**src/rtl/game_pkg.sv**
```systemverilog
// Shared Pika volleyball definitions: match state encodings, playfield geometry
// and the ball/ground/net tests used by the match sequencer.
package game_pkg;

  typedef enum logic [1:0] {
    ST_START = 2'd0,
    ST_WAIT  = 2'd1,
    ST_PLAY  = 2'd2,
    ST_END   = 2'd3
  } game_state_t;

  localparam int GROUND_Y = 220;
  localparam int BALL_W   = 30;
  localparam int BALL_H   = 30;
  localparam int NET_X    = 160;
  localparam int NET_W    = 6;

  // Evaluated one bit wider than the coordinates so a ball near the
  // bottom of the 12-bit range cannot wrap past the ground line.
  function automatic logic ball_grounded(input logic [11:0] ball_y,
                                         input int ball_h,
                                         input int ground_y);
    logic [12:0] bottom;
    bottom = {1'b0, ball_y} + 13'(ball_h);
    return bottom >= 13'(ground_y);
  endfunction

  // True when the ball centre lies strictly left of the net centre;
  // a centre exactly on the split belongs to the right half.
  function automatic logic lands_left(input logic [11:0] ball_x,
                                      input int ball_w,
                                      input int net_x,
                                      input int net_w);
    logic [12:0] centre;
    centre = {1'b0, ball_x} + 13'(ball_w / 2);
    return centre < 13'(net_x + net_w / 2);
  endfunction

endpackage

```
**src/rtl/rise_detect.sv**
```systemverilog
// Single-flop rising-edge detector for a synchronous, debounced level.
module rise_detect (
  input  logic clk,
  input  logic reset_n,
  input  logic level,
  output logic rise
);

  logic prev_reg;

  always_ff @(posedge clk or negedge reset_n) begin
    if (!reset_n) begin
      prev_reg <= 1'b0;
    end else begin
      prev_reg <= level;
    end
  end

  assign rise = level & ~prev_reg;

endmodule

```
**src/rtl/game_ctrl.sv**
```systemverilog
// Pika volleyball match sequencer: serve delay, ground detection, scoring and
// match end, driving the ball engine's Game_state / who_win inputs.
module game_ctrl #(
  parameter int WIN_SCORE = 5,
  parameter int DROP_WAIT = 50_000_000,
  parameter int GROUND_Y  = game_pkg::GROUND_Y,
  parameter int BALL_H    = game_pkg::BALL_H,
  parameter int BALL_W    = game_pkg::BALL_W,
  parameter int NET_X     = game_pkg::NET_X,
  parameter int NET_W     = game_pkg::NET_W
) (
  input  logic        clk,
  input  logic        reset_n,
  input  logic        start_btn,
  input  logic [11:0] Ball_X,
  input  logic [11:0] Ball_Y,
  output logic [1:0]  Game_state,
  output logic        who_win,
  output logic [3:0]  player_score,
  output logic [3:0]  npc_score,
  output logic        point_pulse
);

  import game_pkg::*;

  localparam int              CNT_W     = (DROP_WAIT > 1) ? $clog2(DROP_WAIT) : 1;
  localparam logic [CNT_W-1:0] WAIT_LOAD = CNT_W'(DROP_WAIT - 1);
  localparam logic [3:0]      WIN_VAL   = 4'(WIN_SCORE);

  if (WIN_SCORE < 1 || WIN_SCORE > 15) begin : g_bad_win_score
    $error("game_ctrl: WIN_SCORE must be in 1..15");
  end
  if (DROP_WAIT < 1) begin : g_bad_drop_wait
    $error("game_ctrl: DROP_WAIT must be at least 1");
  end

  game_state_t      state_reg;
  logic [CNT_W-1:0] wait_cnt_reg;
  logic [3:0]       player_score_reg;
  logic [3:0]       npc_score_reg;
  logic             who_win_reg;
  logic             point_pulse_reg;

  logic             btn_rise;
  logic             ground_hit;
  logic             left_half;
  logic [3:0]       player_inc;
  logic [3:0]       npc_inc;

  rise_detect u_start_rise (
    .clk     (clk),
    .reset_n (reset_n),
    .level   (start_btn),
    .rise    (btn_rise)
  );

  assign ground_hit = ball_grounded(Ball_Y, BALL_H, GROUND_Y);
  assign left_half  = lands_left(Ball_X, BALL_W, NET_X, NET_W);
  assign player_inc = player_score_reg + 4'd1;
  assign npc_inc    = npc_score_reg + 4'd1;

  always_ff @(posedge clk or negedge reset_n) begin
    if (!reset_n) begin
      state_reg        <= ST_START;
      wait_cnt_reg     <= '0;
      player_score_reg <= '0;
      npc_score_reg    <= '0;
      who_win_reg      <= 1'b0;
      point_pulse_reg  <= 1'b0;
    end else begin
      point_pulse_reg <= 1'b0;
      case (state_reg)
        ST_START: begin
          player_score_reg <= '0;
          npc_score_reg    <= '0;
          if (btn_rise) begin
            state_reg    <= ST_WAIT;
            wait_cnt_reg <= WAIT_LOAD;
          end
        end
        ST_WAIT: begin
          if (wait_cnt_reg == '0) begin
            state_reg <= ST_PLAY;
          end else begin
            wait_cnt_reg <= wait_cnt_reg - CNT_W'(1);
          end
        end
        ST_PLAY: begin
          // Leaving PLAY on the scoring edge is what limits a rally to one point.
          if (ground_hit) begin
            point_pulse_reg <= 1'b1;
            wait_cnt_reg    <= WAIT_LOAD;
            if (left_half) begin
              player_score_reg <= player_inc;
              who_win_reg      <= 1'b0;
              state_reg        <= (player_inc == WIN_VAL) ? ST_END : ST_WAIT;
            end else begin
              npc_score_reg <= npc_inc;
              who_win_reg   <= 1'b1;
              state_reg     <= (npc_inc == WIN_VAL) ? ST_END : ST_WAIT;
            end
          end
        end
        ST_END: begin
          if (btn_rise) begin
            state_reg        <= ST_START;
            player_score_reg <= '0;
            npc_score_reg    <= '0;
            who_win_reg      <= 1'b0;
          end
        end
        default: state_reg <= ST_START;
      endcase
    end
  end

  assign Game_state   = state_reg;
  assign who_win      = who_win_reg;
  assign player_score = player_score_reg;
  assign npc_score    = npc_score_reg;
  assign point_pulse  = point_pulse_reg;

endmodule

```
**config.mk**
```make
export PLATFORM = sky130hd
export DESIGN_NAME = game_ctrl
export DESIGN_NICKNAME = d
export VERILOG_FILES = /design/src/rtl/game_pkg.sv /design/src/rtl/rise_detect.sv /design/src/rtl/game_ctrl.sv
export SDC_FILE = /design/constraint.sdc
export NUM_CORES = 1
export LEC_CHECK = 0
export CAP_MARGIN = 20
export CORE_ASPECT_RATIO = 0.7
export CORE_UTILIZATION = 40
export CTS_BUF_LIST = sky130_fd_sc_hd__clkbuf_4 sky130_fd_sc_hd__clkbuf_8 sky130_fd_sc_hd__clkbuf_16
export CTS_CLUSTER_DIAMETER = 150
export CTS_CLUSTER_SIZE = 16
export DETAILED_ROUTE_END_ITERATION = 6
export DONT_BUFFER_PORTS = 1
export PLACE_DENSITY = 0.59
export SLEW_MARGIN = 10
export SYNTH_ARGS = -nofsm -noshare
export SYNTH_HDL_FRONTEND = slang
export SYNTH_SLANG_ARGS = --single-unit
```
**constraint.sdc**
```tcl
create_clock -name clk -period 6.1 [get_ports clk]
set_input_delay 0.61 -clock clk [delete_from_list [all_inputs] [get_ports clk]]
set_output_delay 0.61 -clock clk [all_outputs]
set_load 0.1 [all_outputs]
```
* Word level (Yosys, flattened, before mapping)
Index checks and enable logic that the tools add are counted.
** Operators by class
- Add/sub/neg operators :: 5
- Eq/ne operators :: 12
- Bitwise operators :: 2
- Reduce and logical (&&, ||, !) cells :: 10
- $lt $le $gt $ge :: 2
- Mux-type cells :: 25
** Operators by type and width (count)
- two-way mux 26 bit :: 3
- case mux 26 bit (3 select lines) :: 1
- logical NOT 26 bit :: 1
- subtractor 26 x 1 -> 26 bit (second input constant) :: 1
- case mux 4 bit (3 select lines) :: 2
- two-way mux 4 bit :: 5
- AND reduction 4 bit :: 4
- two-way mux 2 bit :: 7
- != test 2 bit (second input constant) :: 7
- adder 12 x 4 -> 13 bit (second input constant) :: 1
- adder 12 x 5 -> 13 bit (second input constant) :: 1
- greater-or-equal comparator 13 x 8 -> 1 bit (second input constant) :: 1
- < comparator 13 x 8 -> 1 bit (second input constant) :: 1
- adder 4 x 1 -> 4 bit (second input constant) :: 2
- equality test 4 x 3 -> 1 bit (second input constant) :: 2
- case mux 2 bit (4 select lines) :: 1
- nonzero test 3 bit :: 2
- two-way mux 1 bit :: 5
- equality test 2 bit (second input constant) :: 2
- AND reduction 3 bit :: 1
- equality test 2 x 1 -> 1 bit (second input constant) :: 1
- logical NOT 2 bit :: 1
- case mux 1 bit (2 select lines) :: 1
- nonzero test 2 bit :: 1
- other kinds (2) :: 2
** Storage, ports and cells
- Bits in registers :: 39
- Output and inout bits :: 12
- Bits of input ports :: 27
- Logic and storage cells :: 63

* Logic depth before layout (Yosys ltp)
- Word-level depth :: 6
- Gate-level depth with buffers :: 9
- Mapped depth without buffers :: 8

* Cells and area by module
From an unflattened synthesis, not the netlist that was laid out.
** Unflattened totals
- Cells, all modules :: 317
- Area, all modules :: 2778.9 um^2
** By module, submodules not included
- game_ctrl :: instances 1, area an instance 2740.1 um^2, seq. area each 950.9 um^2, cells each 315
- rise_detect :: instances 1, area an instance 38.8 um^2, seq. area each 25.0 um^2, cells each 2

* Worst setup path before layout
Ideal clock, no wire load.
- Kind :: flip-flop to flip-flop
- From :: register state_reg[1], in the netlist Game_state[1]
- To :: register wait_cnt_reg[11]
- Required time :: 5.979 ns
- Library setup time :: 0.121 ns
- Path slack :: 3.385 ns
- Cell stages (with the launch flop) :: 9
- Clock period less this slack :: 2.715 ns
- Arrival :: 2.594 ns
- Buffers on the path :: 2
- Cell sequence :: dfrtp_1 ha_1 clkbuf_1 inv_1 a311o_1 o211ai_1 buf_4 nor2_1 a22o_1
** Between the ends
- Cells in the longest elaborated chain, start to end :: 3
- Elaborated cells between the ends (all ways) :: 9
** RTL lines
- start, declared :: RTL line game_ctrl.sv:37 : game_state_t state_reg;
- start signal, assigned :: RTL line game_ctrl.sv:96 : state_reg <= (player_inc == WIN_VAL) ? ST_END : ST_WAIT;
- start signal, assigned :: RTL line game_ctrl.sv:100 : state_reg <= (npc_inc == WIN_VAL) ? ST_END : ST_WAIT;
- equality test 2 x 1 -> 1 bit, or another cell as far along :: RTL line game_ctrl.sv:72 : case (state_reg)
- != test 2 bit (no line) / nonzero test 3 bit (equally long branches)
- AND reduction 4 bit (no line)
- end signal, assigned :: RTL line game_ctrl.sv:85 : wait_cnt_reg <= wait_cnt_reg - CNT_W'(1);
- end, declared :: RTL line game_ctrl.sv:38 : logic [CNT_W-1:0] wait_cnt_reg;
Several ways; a longest one is shown, not always the timed one.
A chain may end at the register's enable or synchronous reset.

* Worst setup path in the final report
- From :: register state_reg[1], in the netlist Game_state[1]
- To :: register wait_cnt_reg[24]
Same word-level chain as after synthesis.

==> results.json <==
{
  "synth.avg_cell_area_um2": 8.818,
  "rows": 24,
  "initial_core_util_pct": 41.51,
  "first_global_vias": 2054,
  "setup_tns_ns": 0,
  "cts_tree": "done",
  "synth_warnings": 0,
  "area_delta_synth_final_pct": 7.963,
  "ff2ff_path_depth": 6,
  "routed_wl_mm": 6.340,
  "synth_cells": 294,
  "dr.pass1.iters": 7,
  "ir_drop_mv": 0.1931,
  "outcome": "finished with violations",
  "power_density_nw_per_um2": 389.7,
  "worstReg2RegStart": "Game_state[1]",
  "pre_cts_ws_ns": 2.534,
  "rsz0062_at_grt": "false",
  "critPathArrivalTime_ns": 3.78,
  "track_usage_pct": 19.79,
  "synth_area_um2": 2592,
  "insertion_delay_ns": 0.29,
  "hold_violations": 0,
  "worst_setup_path_start_kind": "register",
  "num_io_pins": 39,
  "port_buffers": 0,
  "gp_congestion": 0.7838,
  "final.period_utilization_pct": 59.06,
  "post_cts_buffers": 0,
  "max-cap-violations": 0,
  "worst_pin_slew_ns": 1.034,
  "ctsResizeCount": 0,
  "synthArstFlopShare_pct": 100.0,
  "crit_path_end_kind": "register",
  "clk_pin_slew_ns": 0.08,
  "nNetsFinal": 331,
  "drc": 2,
  "largest_register_ffs": 26,
  "synthFlopType": "dfrtp_1",
  "h-tree-depth": 2,
  "cts-root-buf": "clkbuf_8",
  "synth_seq_area_share_pct": 37.64,
  "leakage_uw": 0.001082,
  "numCtsBuffers": 5,
  "synth-seq-cells": 39,
  "max_freq_mhz": 277.6,
  "syn-num-nets": 331,
  "synth_top_area_share_pct": 37.64,
  "crit_fanout": 11,
  "hold_path_class": "primary input to async pin",
  "required_ns": 6.28,
  "layout_setup_ws_ns": 2.498,
  "grt_pass1_wl_mm": 10.65,
  "numClockSinks": 39,
  "drtAntennaViolNets": 0,
  "die_h_um": 69.36,
  "dieWidth_um": 98.23,
  "finalPower_uw": 1091,
  "r2r-end": "wait_cnt_reg[24]",
  "violations": "DRC",
  "slew_headroom_pct": 31.06,
  "synth_area_leaders": "dfrtp_1 (38%), ha_1 (4.8%), a21oi_1 (3.9%), nor2_1 (3.8%), nand2_1 (3.2%)",
  "antenna_cells": 0,
  "synth_most_common_cell": "dfrtp_1",
  "core_area_um2": 6246,
  "synth_edf_count": 0,
  "grt_max_degree": 25,
  "wl_per_cell_um": 17.00,
  "ys_types": 62,
  "cts.path.max_buffers": 2,
  "yosys-top-cells-count": "dfrtp_1 (39), nor2_1 (26), nand2_1 (22), a21oi_1 (20), inv_1 (19)",
  "antenna_found_initial": 0,
  "synth_top_cell_by_area": "dfrtp_1",
  "dieArea_um2": 6812,
  "via_per_inst": 6.064,
  "drive_gt1_share_pct": 7.797,
  "fin_worst_skew_ns": 0.008062,
  "grt_overflow": 0,
  "worstSetupPathType": "register to register",
  "min_period_ns": 3.602,
  "drt_iter0_drc": 177,
  "setup_viol": 0,
  "slew_viol_final": 0,
  "reg2reg_slack_ns": 2.50,
  "vias": 2262,
  "post-dp-hpwl_mm": 4.387
}
-- final cells by class --
class	instances	area [µm²]
Clock buffer	6	82.58
Clock inverter	2	35.03
Fill cell	609	3447
Inverter	19	71.32
Multi-Input combinational cell	226	1499
Sequential cell	39	975.9
Tap cell	78	97.59
Timing Repair Buffer	3	37.54
-- cells in the final DEF (no fill, tap or decap), types with 2 or more instances in the layout --
cell	Yosys	layout
o41ai_1	3	3
nor3b_1	4	4
a21o_1	2	2
o31ai_1	4	4
inv_1	19	19
nor4b_1	2	2
or4_1	6	6
ha_1	10	10
nand2_1	22	22
or3_4	3	3
o311a_1	2	2
clkbuf_8	0	6
o221a_2	2	2
or3_1	5	5
xnor2_1	3	3
a31oi_1	12	12
a22o_1	5	5
nand2b_1	11	11
o21bai_1	3	3
o31a_1	2	2
nor2_1	26	26
nor4_1	4	4
dfrtp_1	39	39
nand4_1	4	4
o21ai_0	14	14
nand4b_1	2	2
o211ai_1	2	2
a21oi_1	20	20
a41o_1	2	2
o221ai_1	3	3
and3_1	2	2
nand3_1	8	8
nor3_1	11	11
-- how the worst max path moves through the flow --
stage	start	cells after the start	slack (ns)	end
6_report	Game_state[1]	6	2.50	wait_cnt_reg[24]
4_1_cts	Game_state[1]	6	2.52	wait_cnt_reg[24]
2_1_floorplan	Game_state[1]	8	3.39	wait_cnt_reg[11]
3_3_place_gp	Game_state[1]	6	2.57	wait_cnt_reg[24]
3_5_place_dp	Game_state[1]	6	2.53	wait_cnt_reg[24]
5_1_grt	Game_state[1]	6	2.28	wait_cnt_reg[24]
-- through the flow --
step	utilization [%]	hold WS, ns	area (µm²)	instances
2_1_floorplan	-	0.3144	2592	294
3_3_place_gp	42.45	0.3163	2651	363
3_5_place_dp	42.45	0.3167	2651	363
4_1_cts	44.65	0.0002983	2789	372
5_1_grt	44.81	0.1156	2799	373
6_report	44.81	0.1178	2799	373
-- where the power goes --
part / switching (µW) / leakage, µW / internal, µW
registers: 191 / 0.000442 / 286
clock network: 95.6 / 0.0000612 / 132
logic: 262 / 0.000578 / 123
-- worst max-delay path, stage by stage, from the launching register on --
cell,delay (ns)
dfrtp_1,1.02
ha_1,0.49
inv_1,0.18
a311o_1,0.33
o211ai_1,0.75
nor2_1,0.40
a22o_1,0.31
-- per-layer routing --
layer / vias up / wire [µm] / GRT usage [%] / share of wire [%]
li1: 1126 / - / - / -
met1: 1049 / 3424 / 33.20 / 54
met2: 83 / 2380 / 24.80 / 38
met3: 4 / 498 / 4.637 / 7.9
met4: 0 / 37 / 3.980 / 0.58
met5: - / 0 / 0 / 0
-- kinds of logic after synthesis --
| family | synth area share [%] |
|---|---|
| AOI/OAI and AO/OA | 25.68 |
| xor gates and xnor gates | 1.014 |
| adders and majority gates | 4.826 |
| buffers and inverters | 4.537 |
| DFF | 37.64 |
| muxes | 0.8204 |
| and+or+nand+nor | 25.48 |
-- what timing repair did --
| item | 4_1_cts | 5_1_grt |
|---|---|---|
| endpoints found under the setup margin | 0 | 0 |
| hold buffers | 1 | 1 |
| endpoints found under the hold margin | 22 | 17 |
Note: power is estimated with default switching activity, not from simulation.
